[src/rtl/midi_uart_rx_p.sv]
// MIDI receiver: oversampled UART with majority vote, running-status tagger and a show-ahead FIFO.
// Byte strobes and FIFO write land 1 clock after the stop-bit decision; a push into a full FIFO with no pop is dropped (overrun_err).
`timescale 1ns/1ps
module midi_uart_rx_p #(
  parameter int CLK_HZ      = 25000000,
  parameter int BAUD        = 31250,
  parameter int OVS         = 16,
  parameter int FIFO_DEPTH  = 8,
  parameter int SYNC_STAGES = 2
) (
  input  logic                          sys_clk,
  input  logic                          reset,
  input  logic                          midi_rxd,
  output logic                          out_valid,
  input  logic                          out_ready,
  output logic [7:0]                    out_byte,
  output logic [7:0]                    out_status,
  output logic [7:0]                    out_nr,
  output logic                          out_is_status,
  output logic                          rt_valid,
  output logic [7:0]                    rt_byte,
  output logic                          frame_err,
  output logic                          overrun_err,
  output logic [$clog2(FIFO_DEPTH):0]   fifo_level
);

  localparam int DIV = CLK_HZ / (BAUD * OVS);
  localparam int DW  = (DIV > 1) ? $clog2(DIV) : 1;
  localparam int OW  = $clog2(OVS);
  localparam int AW  = $clog2(FIFO_DEPTH);
  localparam logic [DW-1:0] DIV_M1  = DW'(DIV - 1);
  localparam logic [OW-1:0] OS_LAST = OW'(OVS - 1);
  localparam logic [OW-1:0] OS_S0   = OW'(OVS / 2 - 1);
  localparam logic [OW-1:0] OS_S1   = OW'(OVS / 2);
  localparam logic [OW-1:0] OS_S2   = OW'(OVS / 2 + 1);

  typedef enum logic [2:0] {S_IDLE, S_START, S_DATA, S_STOP, S_BREAK} state_t;

  typedef struct packed {
    logic [7:0] b;
    logic [7:0] st;
    logic [7:0] nr;
    logic       is_st;
  } ent_t;

  logic [SYNC_STAGES-1:0] r_sync;
  logic                   r_rx_d;
  logic [DW-1:0]          r_div;
  logic [OW-1:0]          r_os;
  logic [2:0]             r_bitn;
  logic [7:0]             r_shift;
  logic                   r_s0, r_s1;
  state_t                 r_state;
  logic                   r_frame_err;

  logic w_rx, w_fall, w_tick, w_maj, w_decide, w_restart, w_accept;

  assign w_rx      = r_sync[SYNC_STAGES-1];
  assign w_fall    = r_rx_d & ~w_rx;
  assign w_tick    = (r_div == DIV_M1);
  assign w_maj     = (r_s0 & r_s1) | (r_s0 & w_rx) | (r_s1 & w_rx);
  assign w_decide  = w_tick && (r_os == OS_S2);
  assign w_restart = (r_state == S_IDLE) && w_fall;
  assign w_accept  = (r_state == S_STOP) && w_decide && w_maj;

  always_ff @(posedge sys_clk or posedge reset) begin
    if (reset) begin
      r_sync <= '1;
      r_rx_d <= 1'b1;
    end else begin
      r_sync <= {r_sync[SYNC_STAGES-2:0], midi_rxd};
      r_rx_d <= w_rx;
    end
  end

  always_ff @(posedge sys_clk or posedge reset) begin
    if (reset)                    r_div <= '0;
    else if (w_restart || w_tick) r_div <= '0;
    else                          r_div <= r_div + 1'b1;
  end

  // The third vote is taken live from w_rx at the decision tick.
  always_ff @(posedge sys_clk or posedge reset) begin
    if (reset) begin
      r_state     <= S_IDLE;
      r_os        <= '0;
      r_bitn      <= '0;
      r_shift     <= '0;
      r_s0        <= 1'b1;
      r_s1        <= 1'b1;
      r_frame_err <= 1'b0;
    end else begin
      r_frame_err <= 1'b0;
      if (w_tick && r_os == OS_S0) r_s0 <= w_rx;
      if (w_tick && r_os == OS_S1) r_s1 <= w_rx;
      case (r_state)
        S_IDLE: begin
          if (w_fall) begin
            r_state <= S_START;
            r_os    <= '0;
          end
        end
        S_START: begin
          if (w_tick) begin
            r_os <= (r_os == OS_LAST) ? '0 : r_os + 1'b1;
            if (w_decide && w_maj) r_state <= S_IDLE;
            else if (r_os == OS_LAST) begin
              r_state <= S_DATA;
              r_bitn  <= '0;
            end
          end
        end
        S_DATA: begin
          if (w_tick) begin
            r_os <= (r_os == OS_LAST) ? '0 : r_os + 1'b1;
            if (w_decide) r_shift <= {w_maj, r_shift[7:1]};
            if (r_os == OS_LAST) begin
              if (r_bitn == 3'd7) r_state <= S_STOP;
              r_bitn <= r_bitn + 1'b1;
            end
          end
        end
        S_STOP: begin
          if (w_tick) begin
            r_os <= r_os + 1'b1;
            if (w_decide) begin
              if (w_maj) r_state <= S_IDLE;
              else begin
                r_state     <= S_BREAK;
                r_frame_err <= 1'b1;
                r_os        <= '0;
              end
            end
          end
        end
        S_BREAK: begin
          if (!w_rx) r_os <= '0;
          else if (w_tick) begin
            if (r_os == OS_LAST) r_state <= S_IDLE;
            else                 r_os <= r_os + 1'b1;
          end
        end
        default: r_state <= S_IDLE;
      endcase
    end
  end

  logic [7:0] r_cur_status, r_nr, r_rt_byte;
  logic       r_rt_valid, r_push;
  ent_t       r_push_dat;
  logic [7:0] w_nr_new;

  assign w_nr_new = (r_nr == 8'hFF) ? 8'hFF : r_nr + 8'd1;

  always_ff @(posedge sys_clk or posedge reset) begin
    if (reset) begin
      r_cur_status <= '0;
      r_nr         <= '0;
      r_rt_byte    <= '0;
      r_rt_valid   <= 1'b0;
      r_push       <= 1'b0;
      r_push_dat   <= '0;
    end else begin
      r_rt_valid <= 1'b0;
      r_push     <= 1'b0;
      if (w_accept) begin
        if (r_shift >= 8'hF8) begin
          r_rt_byte  <= r_shift;
          r_rt_valid <= 1'b1;
        end else if (r_shift == 8'hF7) begin
          r_push       <= 1'b1;
          r_push_dat   <= '{b: 8'hF7, st: r_cur_status, nr: 8'd0, is_st: 1'b1};
          r_cur_status <= '0;
          r_nr         <= '0;
        end else if (r_shift[7]) begin
          r_push       <= 1'b1;
          r_push_dat   <= '{b: r_shift, st: r_shift, nr: 8'd0, is_st: 1'b1};
          r_cur_status <= r_shift;
          r_nr         <= '0;
        end else begin
          r_push     <= 1'b1;
          r_push_dat <= '{b: r_shift, st: r_cur_status, nr: w_nr_new, is_st: 1'b0};
          r_nr       <= w_nr_new;
        end
      end
    end
  end

  ent_t        r_mem [FIFO_DEPTH];
  logic [AW-1:0] r_wr, r_rd;
  logic [AW:0]   r_cnt;
  logic          r_overrun;
  logic          w_pop, w_full, w_wr;
  ent_t          w_head;

  assign w_pop  = (r_cnt != '0) && out_ready;
  assign w_full = (r_cnt == (AW+1)'(FIFO_DEPTH));
  assign w_wr   = r_push && (!w_full || w_pop);
  assign w_head = r_mem[r_rd];

  always_ff @(posedge sys_clk or posedge reset) begin
    if (reset) begin
      for (int i = 0; i < FIFO_DEPTH; i++) r_mem[i] <= '0;
      r_wr      <= '0;
      r_rd      <= '0;
      r_cnt     <= '0;
      r_overrun <= 1'b0;
    end else begin
      r_overrun <= r_push && !w_wr;
      if (w_wr) begin
        r_mem[r_wr] <= r_push_dat;
        r_wr        <= r_wr + 1'b1;
      end
      if (w_pop) r_rd <= r_rd + 1'b1;
      case ({w_wr, w_pop})
        2'b10:   r_cnt <= r_cnt + 1'b1;
        2'b01:   r_cnt <= r_cnt - 1'b1;
        default: r_cnt <= r_cnt;
      endcase
    end
  end

  assign out_valid     = (r_cnt != '0);
  assign out_byte      = w_head.b;
  assign out_status    = w_head.st;
  assign out_nr        = w_head.nr;
  assign out_is_status = w_head.is_st;
  assign rt_valid      = r_rt_valid;
  assign rt_byte       = r_rt_byte;
  assign frame_err     = r_frame_err;
  assign overrun_err   = r_overrun;
  assign fifo_level    = r_cnt;

endmodule

[config.mk]
export PLATFORM = sky130hd
export DESIGN_NAME = midi_uart_rx_p
export DESIGN_NICKNAME = d
export VERILOG_FILES = /design/src/rtl/midi_uart_rx_p.sv
export SDC_FILE = /design/constraint.sdc
export NUM_CORES = 1
export LEC_CHECK = 0
export ABC_AREA = 1
export BUFFER_PORTS_ARGS = -buffer_cell sky130_fd_sc_hd__buf_2
export CORE_MARGIN = 3
export CORE_UTILIZATION = 46
export DETAILED_ROUTE_END_ITERATION = 10
export SLEW_MARGIN = 25
export SYNTH_ARGS = -nofsm -noshare
export SYNTH_HDL_FRONTEND = slang
export SYNTH_SLANG_ARGS = --single-unit
export TNS_END_PERCENT = 5
[constraint.sdc]
create_clock -name sys_clk -period 8.8 [get_ports sys_clk]
set_input_delay 1.76 -clock sys_clk [delete_from_list [all_inputs] [get_ports sys_clk]]
set_output_delay 1.76 -clock sys_clk [all_outputs]
set_load 0.02 [all_outputs]
==> flow_summary_export.csv <==
group,metric,value,unit
run_status,outcome,"finished, final reports clean",
logic_synthesis,syn-num-nets,1536,
drt,wl_per_cell,15.8,microns
critical_path,critPathKind,"register to primary output",
logic_synthesis,synth_top_area_share,52.7,%
logic_synthesis,ys_ff_latch,275,
die,die_w,173,microns
cts,htree_levels,1,
cts,post_cts_resized,0,
sta,max_slew_margin,37.4,%
die,die_area,29900,sq um
drt,detailroute.via_count,9907,
cts,holdBufCountCts,0,
placed_design,port_buffers,44,
pwr,p_per_area,262,nW/um^2
sta,fin_skew,0.0109,ns
sta,finalHoldViolCount,0,
grt,grt_first_pass_wirelength,51300,microns
drt,drt_wl_total,30300,microns
placed_design,dp_hpwl,18000,microns
critical_path,critPathRequiredTime,7.04,ns
sta,tightest_slew,0.939,ns
cts,cts_setup_buffers,0,
critical_path,worstPathArrival,3.06,ns
logic_synthesis,ys.flop_type,"dfrtp_1",
sta,tns,0,ns
logic_synthesis,synth_cell_type_count,41,
die,rows,60,
grt,grt_pass1_vias,9715,
finish,diodes,0,
critical_path,slowest_delay,0.64,ns
finish,layout_commonest_cell,"nand2_1",
finish,drive_gt1_share,11.2,%
drt,dr.pass1.iters,5,
drt,vias_per_cell,5.16,
job,maxCapViolCount,0,
logic_synthesis,synthesis.area,12800,sq um
finish,syn_to_final_growth,10.0,%
sta,rsz0062_at_grt,"no",
drt,drt_iter0_markers,755,
finish,fin_area,14100,sq um
logic_synthesis,ys_warn_count,0,
logic_synthesis,yosys-top-cells-area,"dfrtp_1, nand2_1, o21ai_0",
critical_path,cp_cell_sequence,"buf_4 -> inv_2 -> buf_4 -> nor2_1 -> o21ai_0 -> a21oi_1 -> a31oi_1 -> buf_2",
critical_path,crit_family,"buffers and inverters",
critical_path,path_buf_inv,4,
critical_path,worst_path_most_repeated_cell,"buf_4",
drt,route.antenna.remaining_nets,0,
critical_path,start_kind,"register",
sta,setup_viol,0,
die,design.core.area,27200,sq um
sta,period_share,54.7,%
die,die_h,173,microns
pwr,peakVddDrop,0.175,mV
grt,grt_max_degree,170,
logic_synthesis,ys_seq_area_share,53.8,%
finish,final_cell_mix,"nand2_1, dfrtp_1, o21ai_0, nor2_1, inv_1",
finish,final_nets,1543,
cts,cts.root.buffer_cell,"clkbuf_16",
cts,cts_inserted_buffers,30,
cts,cts_buffer_depth,3,
sta,max_freq,0.208,GHz
die,start_util,47.2,%
cts,cts_tree,"built",
sta,hold_slack,0.356,ns
critical_path,cp_max_fo,63,
cts,clkTransAtPathRegs,0.06,ns
logic_synthesis,ys_async_sr_fraction,100,%
pwr,power.leakage,6.66,nW
placed_design,dpl_cell_area,13100,sq um
cts,clk_latency,0.55,ns
logic_synthesis,synth_top_area_cell,"dfrtp_1",
placed_design,gp_congestion,0.808,
critical_path,cp_slowest_cell,"buf_4",
critical_path,endpoint_kind,"primary output",
sta,min_period,4.82,ns
grt,grt.total_usage,20.5,%
min_path,worstHoldPathType,"register to register",
sta,drv_slew,0,
logic_synthesis,synthCells,1519,
drt,drcViolationCount,0,
cts,clock-sinks,275,
logic_synthesis,synth.avg_cell_area,8.44,sq um
grt,antenna_found_initial,0,
grt,overflow,0,
die,io-pin-count,45,
logic_synthesis,synth_edf_count,0,
-- per-layer routing --
layer / vias to the layer above / track usage, % / routed length, microns
met1: 4672 / 29.6 / 14700
li1: 4986 / - / -
met3: 44 / 2.99 / 1340
met4: 0 / 4.26 / 536
met5: - / 0 / 0
met2: 205 / 33.2 / 13700
-- synth_stat cells (2+ instances only) --
cell and n:
nand2_1 414, dfrtp_1 270, o21ai_0 249, nor2_1 149
inv_1 81, o21ai_1 70, nand3_1 46, clkbuf_1 39
a21oi_1 30, a31oi_1 24, buf_6 19, buf_2 18
o21ai_2 16, ha_1 12, buf_4 8, nand4_1 8
inv_2 7, xor2_1 6, dfstp_2 5, or2_2 5
nand2_2 4, nand2_4 4, nand4_2 4, nor2_2 4
nand3_2 3, nor2_4 3, clkinv_1 2, nor2_8 2
nor3_1 2, nor3_2 2, nor3b_1 2, xnor2_1 2
-- report_power, final --
part	total (mW)	switching, mW	internal, mW
Combinational	1.10	0.772	0.324
Sequential	1.35	0.0438	1.31
Clock	1.24	0.497	0.744
Total	3.69	1.31	2.38
-- area by class of cell --
cell class	instances	area [sq um]
fill	2617	13100
sequential	275	6890
multi-input combinational	1067	5050
clock buffer	47	926
tap	372	465
timing repair buffer	60	357
inverter	92	353
clock inverter	7	62.6
-- metrics by stage --
stage / std cells / total power [mW] / worst slack (ns) / util (%)
2_1_floorplan: 1519 / 2.16 / 3.41 / -
3_3_place_gp: 1866 / 2.47 / 4.64 / 48.2
3_5_place_dp: 1866 / 2.48 / 4.54 / 48.2
4_1_cts: 1920 / 3.73 / 3.94 / 51.9
5_1_grt: 1920 / 3.92 / 3.65 / 51.9
6_report: 1920 / 3.69 / 3.98 / 51.9
-- final timing paths --
kind | start | endpoint | slack [ns] | depth (start not counted)
setup / recovery | r_rd[0] | out_byte[2] | 3.98 | 8
hold / removal | r_sync[0] | r_sync[1] | 0.36 | 0
setup reg to reg | fifo_level[0] | fifo_level[3] | 6.65 | 14
hold reg to reg | r_sync[0] | r_sync[1] | 0.36 | 0
max in group asynchronous | reset | r_mem[74] | 6.11 | 3
min in group asynchronous | reset | r_mem[120] | 1.34 | 2
-- sequential cells by signal, summed over array words and instances (netlist names), 3 cells and up --
| name | count |
|---|---|
| r_os | 4 |
| r_shift | 8 |
| r_mem | 192 |
| r_push_dat | 16 |
| r_nr | 8 |
| r_cur_status | 8 |
| r_rd | 3 |
| r_state | 3 |
| rt_byte | 8 |
| fifo_level | 4 |
| r_bitn | 3 |
| r_wr | 3 |
| r_div | 6 |
-- kinds of logic (layout without fill, tap and decap cells) --
family	Yosys count	count (layout)	share of synthesized area, %
and+or+nand+nor	655	655	21.5
AOI/OAI and AO/OA	391	391	16.0
DFF	275	275	53.8
xor gates and xnor gates	8	8	0.547
buffers and inverters	177	206	6.86
adders and majority gates	13	13	1.33
Power figures use the tool's default switching activity.
